**config.mk**
```make
export PLATFORM = sky130hd
export DESIGN_NAME = random_range
export DESIGN_NICKNAME = d
export VERILOG_FILES = /design/src/rtl/random_pkg.sv /design/src/rtl/range_wrap_add.sv /design/src/rtl/random_range.sv
export SDC_FILE = /design/constraint.sdc
export NUM_CORES = 1
export LEC_CHECK = 0
export CAP_MARGIN = 15
export CELL_PAD_IN_SITES_DETAIL_PLACEMENT = 1
export CELL_PAD_IN_SITES_GLOBAL_PLACEMENT = 1
export CORE_MARGIN = 2
export CORE_UTILIZATION = 44
export DETAILED_ROUTE_END_ITERATION = 10
export MAX_ROUTING_LAYER = met4
export PLACE_DENSITY_LB_ADDON = 0.1
export SYNTH_ARGS = -nofsm -noshare
export SYNTH_HDL_FRONTEND = slang
export SYNTH_SLANG_ARGS = --single-unit
```
**constraint.sdc**
```tcl
create_clock -name clk -period 8.12 [get_ports clk]
set_input_delay 2.03 -clock clk [delete_from_list [all_inputs] [get_ports clk]]
set_output_delay 2.03 -clock clk [all_outputs]
set_load 0.1 [all_outputs]
```
**src/rtl/random_pkg.sv**
```systemverilog
// Shared types and constants for the random_range block: cursor step
// encoding, LFSR seed/taps and the step-to-delta helper.
package random_pkg;

  typedef enum logic [1:0] {
    STEP_P2,
    STEP_M2,
    STEP_P1,
    STEP_M1
  } step_e;

  // Right-shifting Galois form of x^16+x^14+x^13+x^11+1.
  localparam logic [15:0] LFSR_SEED = 16'hACE1;
  localparam logic [15:0] LFSR_TAPS = 16'hB400;

  function automatic logic signed [2:0] step_delta(input step_e s);
    case (s)
      STEP_P2: return 3'sd2;
      STEP_M2: return -3'sd2;
      STEP_P1: return 3'sd1;
      default: return -3'sd1;
    endcase
  endfunction

endpackage

```
**src/rtl/range_wrap_add.sv**
```systemverilog
// Adds a small signed step (|step| <= 2) to a value in [LO,HI], wrapping
// modulo the range size so the result stays in [LO,HI].
module range_wrap_add #(
  parameter int LO    = 1,
  parameter int HI    = 12,
  parameter int WIDTH = 4
) (
  input  logic [WIDTH-1:0]  value,
  input  logic signed [2:0] step,
  output logic [WIDTH-1:0]  result
);

  localparam int N = HI - LO + 1;

  int offset;

  // The range holds at least two values and the step is at most 2, so a
  // single correction always lands back inside [0,N).
  always_comb begin
    offset = int'(value) - LO + int'(step);
    if (offset >= N)
      offset = offset - N;
    else if (offset < 0)
      offset = offset + N;
    result = WIDTH'(offset + LO);
  end

endmodule

```
**src/rtl/random_range.sv**
```systemverilog
// Keystroke-driven cursor that is sampled on draw to produce a value in
// [LO,HI]. Define RANDOM_RANGE_LFSR_EN to mix a 16-bit LFSR into each draw.
module random_range
  import random_pkg::*;
#(
  parameter int LO        = 1,
  parameter int HI        = 12,
  parameter int WIDTH     = 4,
  parameter int NO_REPEAT = 1
) (
  input  logic             clk,
  input  logic             resetN,
  input  logic             up,
  input  logic             down,
  input  logic             right,
  input  logic             left,
  input  logic             draw,
  output logic [WIDTH-1:0] random,
  output logic             valid
);

  localparam int             N    = HI - LO + 1;
  localparam logic [WIDTH-1:0] LO_V = WIDTH'(LO);

  if (!(LO < HI && HI < (1 << WIDTH))) begin : g_bad_range
    $error("random_range: parameters must satisfy LO < HI < 2**WIDTH");
  end

  logic [WIDTH-1:0]  cursor;
  logic [WIDTH-1:0]  cursor_next;
  logic [WIDTH-1:0]  candidate;
  logic [WIDTH-1:0]  candidate_inc;
  logic [WIDTH-1:0]  drawn;
  logic              have_prev;
  step_e             step_sel;
  logic signed [2:0] step_val;

  // NOTE: every always_comb output gets a default first so no path can
  // leave it unassigned and infer a latch.
  always_comb begin
    step_sel = STEP_P1;
    if (right)
      step_sel = STEP_P2;
    else if (left)
      step_sel = STEP_M2;
    else if (up)
      step_sel = STEP_P1;
    else if (down)
      step_sel = STEP_M1;
  end

  assign step_val = step_delta(step_sel);

  range_wrap_add #(.LO(LO), .HI(HI), .WIDTH(WIDTH)) u_cursor_step (
    .value  (cursor),
    .step   (step_val),
    .result (cursor_next)
  );

`ifdef RANDOM_RANGE_LFSR_EN
  logic [15:0] lfsr;
  logic [15:0] lfsr_next;
  int          cand_off;

  // Keystrokes are folded in after the shift; with no key pressed the XOR is a no-op.
  always_comb begin
    lfsr_next      = {1'b0, lfsr[15:1]} ^ (lfsr[0] ? LFSR_TAPS : 16'h0000);
    lfsr_next[3:0] = lfsr_next[3:0] ^ {up, down, right, left};
  end

  always_ff @(posedge clk or negedge resetN) begin
    if (!resetN)
      lfsr <= LFSR_SEED;
    else
      lfsr <= lfsr_next;
  end

  always_comb begin
    cand_off  = (int'(cursor) - LO + int'(lfsr[7:0])) % N;
    candidate = WIDTH'(LO + cand_off);
  end
`else
  assign candidate = cursor;
`endif

  range_wrap_add #(.LO(LO), .HI(HI), .WIDTH(WIDTH)) u_repeat_inc (
    .value  (candidate),
    .step   (3'sd1),
    .result (candidate_inc)
  );

  always_comb begin
    drawn = candidate;
    if (NO_REPEAT != 0 && have_prev && candidate == random)
      drawn = candidate_inc;
  end

  // NOTE: sequential state uses non-blocking assignments so every register
  // samples pre-edge values; the async reset also kills a pending valid.
  always_ff @(posedge clk or negedge resetN) begin
    if (!resetN) begin
      cursor    <= LO_V;
      random    <= LO_V;
      valid     <= 1'b0;
      have_prev <= 1'b0;
    end else begin
      cursor <= cursor_next;
      valid  <= draw;
      if (draw) begin
        random    <= drawn;
        have_prev <= 1'b1;
      end
    end
  end

endmodule
```
==> results of run 1 <==
## through the flow
stage,worst slack (ns),util
floorplan,3.84,-
global placement,3.16,0.528
detailed placement,3.00,0.528
CTS,3.29,0.546
global route,3.02,0.546
finish,3.32,0.546
## how the worst min path moves through the flow
stage	cells past startpoint	to	slack (ns)
2_1_floorplan	1	have_prev	0.44
3_3_place_gp	1	have_prev	0.49
3_5_place_dp	1	have_prev	0.49
4_1_cts	1	have_prev	0.51
5_1_grt	1	have_prev	0.53
6_report	1	have_prev	0.51
## routing by layer
metal  GRT usage  vias to the layer above  wire (um)
li1            -                      376          -
met1       0.227                      372        914
met2       0.366                       10       1110
met3      0.0565                        3         64
met4      0.0901                        0         25
met5           -                        -          0
## logic make-up (layout without fill, tap and decap cells)
kind of cell    Yosys count  after routing  share of synthesized area
compound gates           17             17                      0.141
xor+xnor                 12             12                      0.111
fa+ha+maj                10             10                      0.140
buf+inv                  14             23                     0.0687
flops                    10             10                      0.267
mux                       5              5                     0.0542
simple gates             35             35                      0.218
## final cells by class
class	instances	area [um2]
multi-input cells	79	629
inverters	8	30.0
flip-flops and latches	10	253
fillers	235	910
well taps	27	33.8
repair buffers	11	110
clock buffers	4	36.3
## layout by cell type, fill, tap and decap left out, drive strengths merged, types with 2 or more instances in the layout
| cell type | synthesis | layout |
|---|---|---|
| mux2i | 4 | 4 |
| nand2 | 7 | 7 |
| dfrtp | 8 | 8 |
| inv | 8 | 8 |
| ha | 9 | 9 |
| a21oi | 6 | 6 |
| nor4 | 2 | 2 |
| clkbuf | 1 | 4 |
| nor3b | 2 | 2 |
| dfstp | 2 | 2 |
| xnor2 | 5 | 5 |
| xor2 | 7 | 7 |
| nand3 | 3 | 3 |
| o21ai | 3 | 3 |
| clkdlybuf4s50 | 0 | 11 |
| nor2 | 7 | 7 |
| nor3 | 6 | 6 |
| nor2b | 2 | 2 |
## registers in the layout (all words and copies together) (netlist names)
| signal | flops |
|---|---|
| candidate | 4 |
| random | 4 |
| have_prev | 1 |
| valid | 1 |
==> reports/qor.csv, run 1 <==
stage;metric;value;unit
sta;max-slew violations;0;
yosys;list of most frequent post-synthesis cells;ha_1, dfrtp_1, inv_1;
sta;setup TNS;0;ns
global_route;GR Overflow Total;0;
worst_setup_path;flop2flop setup slack;4.75;ns
placed_design;Placer Congestion;0.735;
worst_setup_path;Worst R2R End;candidate[3];
cts;Worst-path clk slew;0.07;ns
job;max-cap violations;0;
sta;fin crit share;0.591;
global_route;largest net degree at the start of global routing;12;
worst_setup_path;CP required;8.27;ns
worst_setup_path;CP max FO;7;
global_route;vias in the first global route;818;
hold_path;HP Start;have_prev;
detailed_routing;DRT antenna net count;0;
worst_setup_path;worst r2r path cells;13;
global_route;initial antenna violation count;0;
placed_design;HPWL after DPL;1750;um
worst_setup_path;CP arrival;4.95;ns
yosys;Synth async-reset ratio;1.00;
sta;Slew HR;0.337;
yosys;area leader, netlist;dfrtp_1;
final_layout;Area Growth Syn to Fin;15.3;%
final_layout;cell area after layout;1090;um2
floorplan;initial core utilization;0.473;
floorplan;Chip Width;50.4;um
worst_setup_path;Critical Path Sink Type;flip-flop;
worst_setup_path;Critical path origin;down;
cts;clock sink count;10;
cts;post-CTS sizing;0;
cts;TritonCTS Buffers;3;
worst_setup_path;crit start category;input port;
worst_setup_path;critical path depth;12;
status;status;finished clean;
sta;highest clock rate;208;MHz
yosys;most numerous cell in the Yosys netlist;ha_1;
yosys;Synth area leaders;dfrtp_1, ha_1, xor2_1;
yosys;mapped cell area;947;um2
worst_setup_path;worst r2r src;candidate[0];
worst_setup_path;slowest stage cell on the critical path;clkdlybuf4s50_1;
sta;Worst Max-Slew Pin Slew;0.992;ns
final_layout;antenna cells;0;
cts;CTS max path bufs;2;
detailed_routing;DRC viols;0;
yosys;syn nets;120;
sta;Hold Vio Cnt, Final;0;
final_layout;Net count, final;130;
detailed_routing;initial drt markers;5;
yosys;Syn Area/Cell;9.20;um2
yosys;Yosys cell types;40;
global_route;total track usage;0.212;
worst_setup_path;CP Buf/Inv Count;2;
final_layout;fin cells;139;
yosys;post-synthesis cell count;103;
worst_setup_path;Critical Path, Cell by Cell;clkdlybuf4s50_1 > nor2b_1 > nand2b_1 > inv_1 > fa_1 > xnor2_1 > ha_1 > nand3b_1 > nand3_1 > a211oi_1 > o31ai_4 > xor2_1;
worst_setup_path;cell family with most CP delay;adder cells;
cts;CTS tree;built;
worst_setup_path;WS Path Type;input port to flip-flop;
yosys;Post-synth top flop;dfrtp_1;
placed_design;Placed Instances;135;
sta;crit path time final;4.80;ns
final_layout;layout cells sized above 1;0.152;
worst_setup_path;CP endpoint;candidate[3];
detailed_routing;DR pass1 iterations;4;
yosys;Post-synth EDFFs;0;
sta;worst hold slack;0.507;ns
cts;Root Buffer;clkbuf_4;
floorplan;Total Die Area;2540;um2
cts;Skew-Pair Late Insertion Delay;0.28;ns
worst_setup_path;delay of the slowest critical-path stage;0.45;ns
placed_design;Placed Area;1060;um2
floorplan;Top Ports;12;
cts;htree depth;1;
hold_path;worst hold path class;flip-flop to flip-flop;
sta;Worst Skew;0.00300;ns
yosys;Yosys top cell area share;0.211;
sta;RSZ-0062 raised after global routing;false;
floorplan;Cell Rows;16;
yosys;sequential area share after synthesis;0.267;
floorplan;core area;2000;um2
yosys;YS warnings;0;
global_route;first-pass GRT wire length;3800;um
yosys;number of synthesized register bits;10;
sta;final setup fails;0;
placed_design;Buffers on Ports;11;
detailed_routing;vias per cell;5.47;
detailed_routing;WL final;2120;um
cts;setup bufs post-CTS;0;
detailed_routing;DR WL/cell;15.2;um
cts;Hold-fix buffers, CTS;0;
detailed_routing;vias post-DR;761;
floorplan;die height;50.4;um
Power of run 1 is left out: the tool's default activity adds up to more than one toggle a clock period on the data nets, which glitch-free logic cannot reach.
==> inputs of run 2 (changes only) <==
--- a/config.mk
+++ b/config.mk
@@ -9,7 +9,7 @@
 export CELL_PAD_IN_SITES_DETAIL_PLACEMENT = 1
 export CELL_PAD_IN_SITES_GLOBAL_PLACEMENT = 1
 export CORE_MARGIN = 2
-export CORE_UTILIZATION = 44
+export CORE_UTILIZATION = 37
 export DETAILED_ROUTE_END_ITERATION = 10
 export MAX_ROUTING_LAYER = met4
 export PLACE_DENSITY_LB_ADDON = 0.1
==> constraint.sdc (replaced) <==
create_clock -name clk -period 4.2 [get_ports clk]
set_input_delay 1.05 -clock clk [delete_from_list [all_inputs] [get_ports clk]]
set_output_delay 1.05 -clock clk [all_outputs]
set_load 0.1 [all_outputs]
==> reports/qor.csv, run 2 (same netlist as run 1, synthesis figures left out) <==
stage;metric;value;unit;change
status;status;finished clean;;unchanged
sta;Hold Vio Cnt, Final;0;;unchanged
cts;CTS tree;built;;unchanged
global_route;vias in the first global route;752;;was 818
final_layout;Net count, final;131;;was 130
sta;RSZ-0062 raised after global routing;false;;unchanged
worst_setup_path;worst r2r path cells;13;;unchanged
floorplan;core area;2450;um2;was 2000 um2
hold_path;WHS Path Cells;1;;unchanged
sta;final setup fails;0;;unchanged
detailed_routing;DRC viols;0;;unchanged
detailed_routing;DR pass1 iterations;2;;was 4
cts;Root Buffer;clkbuf_4;;unchanged
global_route;gr busiest metal;met2;;unchanged
sta;Slew HR;0.353;;was 0.337
cts;Worst-path clk slew;0.06;ns;was 0.07 ns
sta;worst hold slack;0.476;ns;was 0.507 ns
placed_design;Placement Setup Slack;0.187;ns;was 3.00 ns
placed_design;HPWL after DPL;1640;um;was 1750 um
sta;crit path time final;3.71;ns;
sta;fin crit share;0.884;;
cts;setup bufs post-CTS;0;;unchanged
floorplan;Chip Width;54.6;um;was 50.4 um
final_layout;commonest cells after routing, fill and taps aside;clkdlybuf4s50_1, ha_1, inv_1, dfrtp_1;;unchanged
global_route;first-pass GRT wire length;3440;um;was 3800 um
worst_setup_path;CP required;4.34;ns;was 8.27 ns
global_route;met2 Use GR;0.254;;was 0.366
sta;max-slew violations;0;;unchanged
detailed_routing;initial drt markers;3;;was 5
floorplan;initial core utilization;0.386;;was 0.473
cts;CTS max path bufs;2;;unchanged
global_route;initial antenna violation count;0;;unchanged
detailed_routing;DR WL/cell;14.2;um;was 15.2 um
worst_setup_path;crit start category;input port;;unchanged
global_route;GR Overflow Total;0;;unchanged
final_layout;antenna cells;0;;unchanged
job;max-cap violations;0;;unchanged
detailed_routing;WL final;2030;um;was 2120 um
worst_setup_path;WS Path Type;input port to flip-flop;;unchanged
cts;htree depth;1;;unchanged
floorplan;die height;54.6;um;was 50.4 um
cts;Skew-Pair Late Insertion Delay;0.26;ns;was 0.28 ns
cts;Hold-fix buffers, CTS;0;;unchanged
floorplan;Top Ports;12;;unchanged
placed_design;Buffers on Ports;11;;unchanged
sta;setup TNS;0;ns;unchanged
placed_design;Placer Congestion;0.760;;was 0.735
sta;highest clock rate;269;MHz;
final_layout;layout cells sized above 1;0.159;;was 0.152
detailed_routing;vias per cell;5.08;;was 5.47
global_route;largest net degree at the start of global routing;12;;unchanged
detailed_routing;DRT antenna net count;0;;unchanged
cts;clock sink count;10;;unchanged
global_route;met1 Usage GRT;0.232;;was 0.227
worst_setup_path;CP max FO;7;;unchanged
sta;Worst Max-Slew Pin Slew;0.967;ns;was 0.992 ns
global_route;total track usage;0.166;;was 0.212
worst_setup_path;CP arrival;3.85;ns;was 4.95 ns
cts;post-CTS sizing;0;;unchanged
worst_setup_path;Critical Path Sink Type;flip-flop;;unchanged
final_layout;fill cell count;298;;was 235
final_layout;Area Growth Syn to Fin;16.5;%;was 15.3%
sta;Worst Skew;0.00442;ns;was 0.00300 ns
hold_path;worst hold path class;flip-flop to flip-flop;;unchanged
global_route;met3 Resource Use GR;0.0164;;was 0.0565
detailed_routing;vias post-DR;727;;was 761
final_layout;commonest non-fill, non-tap cell in the layout;clkdlybuf4s50_1;;unchanged
floorplan;Total Die Area;2980;um2;was 2540 um2
cts;TritonCTS Buffers;3;;unchanged
sta;worst setup margin;0.489;ns;was 3.32 ns
floorplan;Cell Rows;18;;was 16
## run 2: final cells by class
class,count,area (um2),area share
clock buffer,4,36.3,0.0329
inverter,8,30.0,0.0272
multi-input combinational,79,629,0.570
sequential,10,253,0.229
tap,30,37.5,0.0340
timing repair buffer,12,118,0.107
## run 2: worst max-delay path, stage by stage
cell and delay [ns]:
clkdlybuf4s50_1 0.43, nor2_1 0.20, nand2b_1 0.11, ha_1 0.28, a21o_1 0.17, a21oi_2 0.27, xnor2_1 0.16, ha_1 0.29
nand3b_1 0.17, nand3_1 0.09, a211oi_1 0.37, o31ai_4 0.09, xor2_1 0.17
## run 2: routing by layer
layer | routed length, um | up-vias
li1 | - | 375
met1 | 1090 | 343
met2 | 910 | 9
met3 | 27 | 0
met4 | 0 | 0
met5 | 0 | -
## run 2: worst paths after layout
check	from	endpoint	slack [ns]
min in group asynchronous	resetN	valid	1.10
setup / recovery	right	candidate[3]	0.49
setup reg to reg	candidate[0]	candidate[3]	0.90
hold / removal	have_prev	have_prev	0.48
max in group asynchronous	resetN	random[0]	2.76
hold reg to reg	have_prev	have_prev	0.48
## run 2: per-stage QoR
stage | util | area (um2) | cells
after global routing | 0.450 | 1100 | 143
after detailed placement | 0.435 | 1070 | 139
final | 0.450 | 1100 | 143
after global placement | 0.435 | 1070 | 139
after floorplan | - | 947 | 103
after CTS | 0.450 | 1100 | 143
Power of run 2 is left out for the same reason.
==> inputs of run 3 (changes only) <==
--- a/config.mk
+++ b/config.mk
@@ -5,7 +5,7 @@
 export SDC_FILE = /design/constraint.sdc
 export NUM_CORES = 1
 export LEC_CHECK = 0
-export CAP_MARGIN = 15
+export CAP_MARGIN = 10
 export CELL_PAD_IN_SITES_DETAIL_PLACEMENT = 1
 export CELL_PAD_IN_SITES_GLOBAL_PLACEMENT = 1
 export CORE_MARGIN = 2
==> results of run 3 <==
Same layout as run 2: the final DEF is identical, and so are final timing and power.
Power of run 3 is left out for the same reason.
==> variant 1: new RTL, flow settings as in run 1 <==
The option `RANDOM_RANGE_LFSR_EN` is turned on by a define.
--- a/src/rtl/random_range.sv
+++ b/src/rtl/random_range.sv
@@ -1,5 +1,7 @@
 // Keystroke-driven cursor that is sampled on draw to produce a value in
 // [LO,HI]. Define RANDOM_RANGE_LFSR_EN to mix a 16-bit LFSR into each draw.
+`define RANDOM_RANGE_LFSR_EN
+
 module random_range
   import random_pkg::*;
 #(
Function: changed (Yosys sat finds a counterexample within 4 cycles, from zero or initial values and one cycle with resetN low).
==> variant 1 against run 1 <==
Global-route usage fell by 0.15 points. Synthesized cell count rose to 2.9 times the old value. Sequential cell count rose by 16. Area after synthesis rose to 2.8 times the old value. Wire length rose to 3.0 times the old value. Setup slack got worse by 1800 ps. Non-clock buffer count rose by 1. Count of clock-buffer cells in the layout fell by 1. Design area rose to 2.7 times the old value. Largest cell class unchanged. Highest routed layer unchanged.
Power is not shown: default switching activity piles up to over one toggle a cycle in this logic, so the estimate is an artifact.
==> variant 1: results (changes against run 1) <==
- The placer congestion estimate came to 0.934 (was 0.735).
* Worst-path cell with the longest stage delay: sky130_fd_sc_hd__dfstp_2 (was sky130_fd_sc_hd__clkdlybuf4s50_1)
- The detailed route wirelength on metal2 came to 2990 um (was 1110 um).
- The beginning of the worst hold path was lfsr[12] (was have_prev).
- Final worst clock skew: 3.92 ps (was 3.00 ps)
- Share of post-route cells with drive strength above 1: 13.3% (was 15.2%)
- Most frequent cells after synthesis: sky130_fd_sc_hd__nor2_1 (25), sky130_fd_sc_hd__ha_1 (20), sky130_fd_sc_hd__nand2_1 (19) (was sky130_fd_sc_hd__ha_1 (9), sky130_fd_sc_hd__dfrtp_1 (8), sky130_fd_sc_hd__inv_1 (8))
- The transition at the pin with the smallest max-transition slack came to 977 ps (was 992 ps).
- The detail-routed net length per standard cell is 17.0 um (was 15.2 um).
* Outcome: finished, final reports clean (unchanged)
- Total via count after detailed routing: 2,250 (was 761)
- Worst path max stage delay: 540 ps (was 450 ps)
- Ranking of synthesized cells by area: sky130_fd_sc_hd__dfrtp_1 (15%), sky130_fd_sc_hd__dfstp_2 (9.8%), sky130_fd_sc_hd__ha_1 (9.3%), sky130_fd_sc_hd__xor2_1 (4.9%), sky130_fd_sc_hd__xnor2_1 (4.6%) (was sky130_fd_sc_hd__dfrtp_1 (21%), sky130_fd_sc_hd__ha_1 (12%), sky130_fd_sc_hd__xor2_1 (6.5%), sky130_fd_sc_hd__dfstp_2 (5.5%), sky130_fd_sc_hd__xnor2_1 (4.6%)).
* Sequential cell area fraction in the yosys report: 24.6% (was 26.7%)
- The largest delay contributor family on the critical path was compound AO/OA/AOI/OAI gates (was adder cells).
- Reg clk slew, reported paths: 90 ps (was 70 ps)
* # nets final: 331 (was 130)
- The maximum number of pins on one net before global-route repair came to 27 (was 12).
- The unique cell type count in the Yosys netlist is 76 (was 40).
- The violation count after the first detailed-routing iteration was 164 (was 5).
- WP data arrival: 6730 ps (was 4950 ps)
* Post-route met1 wirelength: 3230 um (was 914 um)
- The half-perimeter wire length of the detailed placement result is 5030 um (was 1750 um).
- The detailed route wirelength on metal3 is 125 um (was 64 um).
* Worst setup SP type: register (was input pin)
- Worst-path maximum fanout: 12 (was 7)
- Root Buffer Master: sky130_fd_sc_hd__clkbuf_8 (was sky130_fd_sc_hd__clkbuf_4)
* GRT Total Usage: 21.0% (was 21.2%)
* Launching point of the worst reg2reg path: cursor[0] (was candidate[0])
-- variant 1: changes by cell type after synthesis, sizes merged, moves of 9 or more --
cell / before / now
ha: 9 / 20
a21oi: 6 / 16
nor2: 7 / 25
inv: 8 / 17
o21ai: 3 / 12
xor2: 7 / 17
xnor2: 5 / 16
nand2: 7 / 19
-- variant 1: cells by family after synthesis --
family                     count (synthesis)  share of synthesized area [%]
xor gates and xnor gates                  34                           13.6
and+or+nand+nor                           90                           17.3
buffers and inverters                     29                           4.83
muxes                                     12                           4.64
DFF                                       26                           24.6
adders and majority gates                 22                           10.8
AOI/OAI and AO/OA                         83                           24.2
-- variant 1: path summary, 6_finish.rpt --
check	endpoint	slack [ps]	cells past startpoint
max reg2reg	random[3]	1540	27
min reg2reg	lfsr[11]	360	0
max	random[3]	1540	27
max in group asynchronous	lfsr[5]	5690	2
min	lfsr[11]	360	0
min in group asynchronous	cursor[3]	2130	2
-- variant 1: area by class of cell --
cell class	instances	area (um^2)
well taps	75	93.8
flip-flops and latches	26	663
multi-input cells	241	1900
clock buffers	3	41.3
inverters	18	67.6
repair buffers	12	118
fillers	700	3010
clock inverters	1	30.0
-- variant 1: through the flow --
stage / cell area [um^2] / worst slack, ps / std cells / util (%)
2_1_floorplan: 2690 / 2330 / 296 / -
3_3_place_gp: 2840 / 1770 / 372 / 48.0
3_5_place_dp: 2840 / 1570 / 372 / 48.0
4_1_cts: 2910 / 1520 / 376 / 49.2
5_1_grt: 2910 / 1040 / 376 / 49.2
6_report: 2910 / 1540 / 376 / 49.2
-- variant 1: worst register-to-register path: cells and delay by family (launching register included) --
kind | cells | cell delay [ps]
and+or+nand+nor | 5 | 1240
muxes | 3 | 520
AOI/OAI and AO/OA | 10 | 2080
adders and majority gates | 4 | 1290
DFF | 1 | 540
xor gates and xnor gates | 2 | 430
buffers and inverters | 3 | 370
-- variant 1: routing by layer --
metal,GRT usage (%),vias to the layer above
li1,-,1101
met1,29.6,1118
met2,33.9,25
met3,0.978,6
met4,4.00,0
met5,-,-
==> variant 2: new RTL, settings of run 1 <==
Without the edit above. Add an input register stage for `draw`, with the module's reset; this delays it by one clock. The other inputs are not delayed to match.
--- a/src/rtl/random_range.sv
+++ b/src/rtl/random_range.sv
@@ -21,6 +21,16 @@
 
   localparam int             N    = HI - LO + 1;
   localparam logic [WIDTH-1:0] LO_V = WIDTH'(LO);
+
+  logic draw_q;
+
+  always_ff @(posedge clk or negedge resetN) begin
+    if (!resetN) begin
+      draw_q <= '0;
+    end else begin
+      draw_q <= draw;
+    end
+  end
 
   if (!(LO < HI && HI < (1 << WIDTH))) begin : g_bad_range
     $error("random_range: parameters must satisfy LO < HI < 2**WIDTH");
@@ -105,8 +115,8 @@
       have_prev <= 1'b0;
     end else begin
       cursor <= cursor_next;
-      valid  <= draw;
-      if (draw) begin
+      valid  <= draw_q;
+      if (draw_q) begin
         random    <= drawn;
         have_prev <= 1'b1;
       end
Check against the original RTL: not equivalent (a bounded check fails within 4 cycles, from zero or initial values and one cycle with resetN low).
==> variant 2 against run 1 <==
Design area is 1.5% higher. Area after synthesis is 2.6% higher. Maximum frequency is 2.3% higher. Count of clock-buffer cells in the layout stayed put. Wire length is 15% lower. Critical path type unchanged. Non-clock buffer count stayed put. Setup slack better by 110 ps. Sequential cell count is 1 higher. Synthesized cell count is 0.97% higher.
Power is left out: the tool's default activity adds up to more than one toggle a clock period on the data nets, which glitch-free logic cannot reach.
==> variant 2: results (changes against run 1) <==
- Number of buffers inserted to repair setup after CTS: 0 (unchanged)
- Ranking of synthesized cells by area: sky130_fd_sc_hd__dfrtp_1 (23%), sky130_fd_sc_hd__ha_1 (12%), sky130_fd_sc_hd__xor2_1 (6.3%), sky130_fd_sc_hd__dfstp_2 (5.4%), sky130_fd_sc_hd__xnor2_1 (4.5%) (was sky130_fd_sc_hd__dfrtp_1 (21%), sky130_fd_sc_hd__ha_1 (12%), sky130_fd_sc_hd__xor2_1 (6.5%), sky130_fd_sc_hd__dfstp_2 (5.5%), sky130_fd_sc_hd__xnor2_1 (4.6%)).
- The fraction of final layout cells with drive strength greater than 1 was 14.2% (was 15.2%).
* WL final: 1800 um (was 2120 um)
- The library cell contributing the largest single delay on the critical path is sky130_fd_sc_hd__clkdlybuf4s50_1 (unchanged).
- The number of instances in the placed design is 137 (was 135).
- Worst Hold Class: reg -> reg (unchanged)
- The number of global-route vias before repair is 706 (was 818).
- Via count normalized by instance count: 5.28 (was 5.47)
* Outcome: finished, final reports clean (unchanged)
* # nets final: 131 (was 130)
* Most frequent cells after synthesis: sky130_fd_sc_hd__dfrtp_1 (9), sky130_fd_sc_hd__ha_1 (9), sky130_fd_sc_hd__inv_1 (8) (was sky130_fd_sc_hd__ha_1 (9), sky130_fd_sc_hd__dfrtp_1 (8), sky130_fd_sc_hd__inv_1 (8))
- 1st-pass router iterations: 2 (was 4)
- Largest delay share family, worst path: compound AO/OA/AOI/OAI gates (was adder cells)
- The sequential element share of the synthesized area came to 28.6% (was 26.7%).
- Worst skew pair latency: 260 ps (was 280 ps)
- The startpoint of the worst register-to-register path was candidate[0] (unchanged).
- The reg-to-reg setup timing slack is 4760 ps (was 4750 ps).
- Period minus WS final: 4700 ps (was 4800 ps)
* GRT Total Usage: 15.2% (was 21.2%)
* WP data arrival: 4840 ps (was 4950 ps)
- The worst-case headroom to the max-slew limit was 35.7% (was 33.7%).
- The global-route wire length before repair came to 2950 um (was 3800 um).
- The detailed route wirelength on metal2 is 963 um (was 1110 um).
- Placed cell area: 1080 um^2 (was 1060 um^2)
* Mean area per synthesized cell: 9.35 um^2 (was 9.20 um^2)
- The post-route clock skew is 3.48 ps (was 3.00 ps).
- Number of input and output port buffers inserted: 11 (unchanged)
* Met3 wire length: 35 um (was 64 um)
- Post-synth net total: 121 (was 120)
* Dpl hpwl: 1510 um (was 1750 um)
==> variant 2: how the worst min path moves through the flow <==
stage                 to       from  depth (start not counted)
2_1_floorplan      valid     draw_q                          0
3_3_place_gp   have_prev  have_prev                          1
3_5_place_dp   have_prev  have_prev                          1
4_1_cts        have_prev  have_prev                          1
5_1_grt        have_prev  have_prev                          1
6_report       have_prev  have_prev                          1
==> variant 2: kinds of logic (layout without fill, tap and decap cells) <==
kind of cell | after synthesis | count (layout) | share of synthesized area (%)
simple gates | 35 | 35 | 21.2
buf+inv | 14 | 23 | 6.69
flops | 11 | 11 | 28.6
xor+xnor | 12 | 12 | 10.8
fa+ha+maj | 10 | 10 | 13.6
compound gates | 17 | 17 | 13.8
mux | 5 | 5 | 5.28
==> variant 2: worst reg2reg max path, delay by kind of cell, from the launching register on <==
family / cells / cell delay (ps)
adder cells (fa/ha/maj): 3 / 950
AO/OA/AOI/OAI: 4 / 940
flip-flops: 1 / 600
XOR/XNOR: 2 / 330
AND/OR/NAND/NOR: 2 / 260
buffers and inverters: 2 / 150
==> variant 2: final cells by class <==
cell class	count	area (um^2)
Fill cell	262	1040
Clock buffer	4	26.3
Inverter	8	30.0
Tap cell	28	35.0
Multi-Input combinational cell	79	629
Timing Repair Buffer	11	110
Sequential cell	11	278
==> variant 2: per-layer routing <==
layer | up-vias | GRT usage [%]
li1 | 379 | -
met1 | 355 | 17.0
met2 | 8 | 26.6
met3 | 2 | 0.585
met4 | 0 | 9.46
met5 | - | -
==> variant 2: stage by stage <==
stage	hold WS, ps	util (%)
final	487	51.6
after global routing	513	51.6
after CTS	500	51.6
after detailed placement	485	50.4
after global placement	453	50.4
after floorplan	352	-
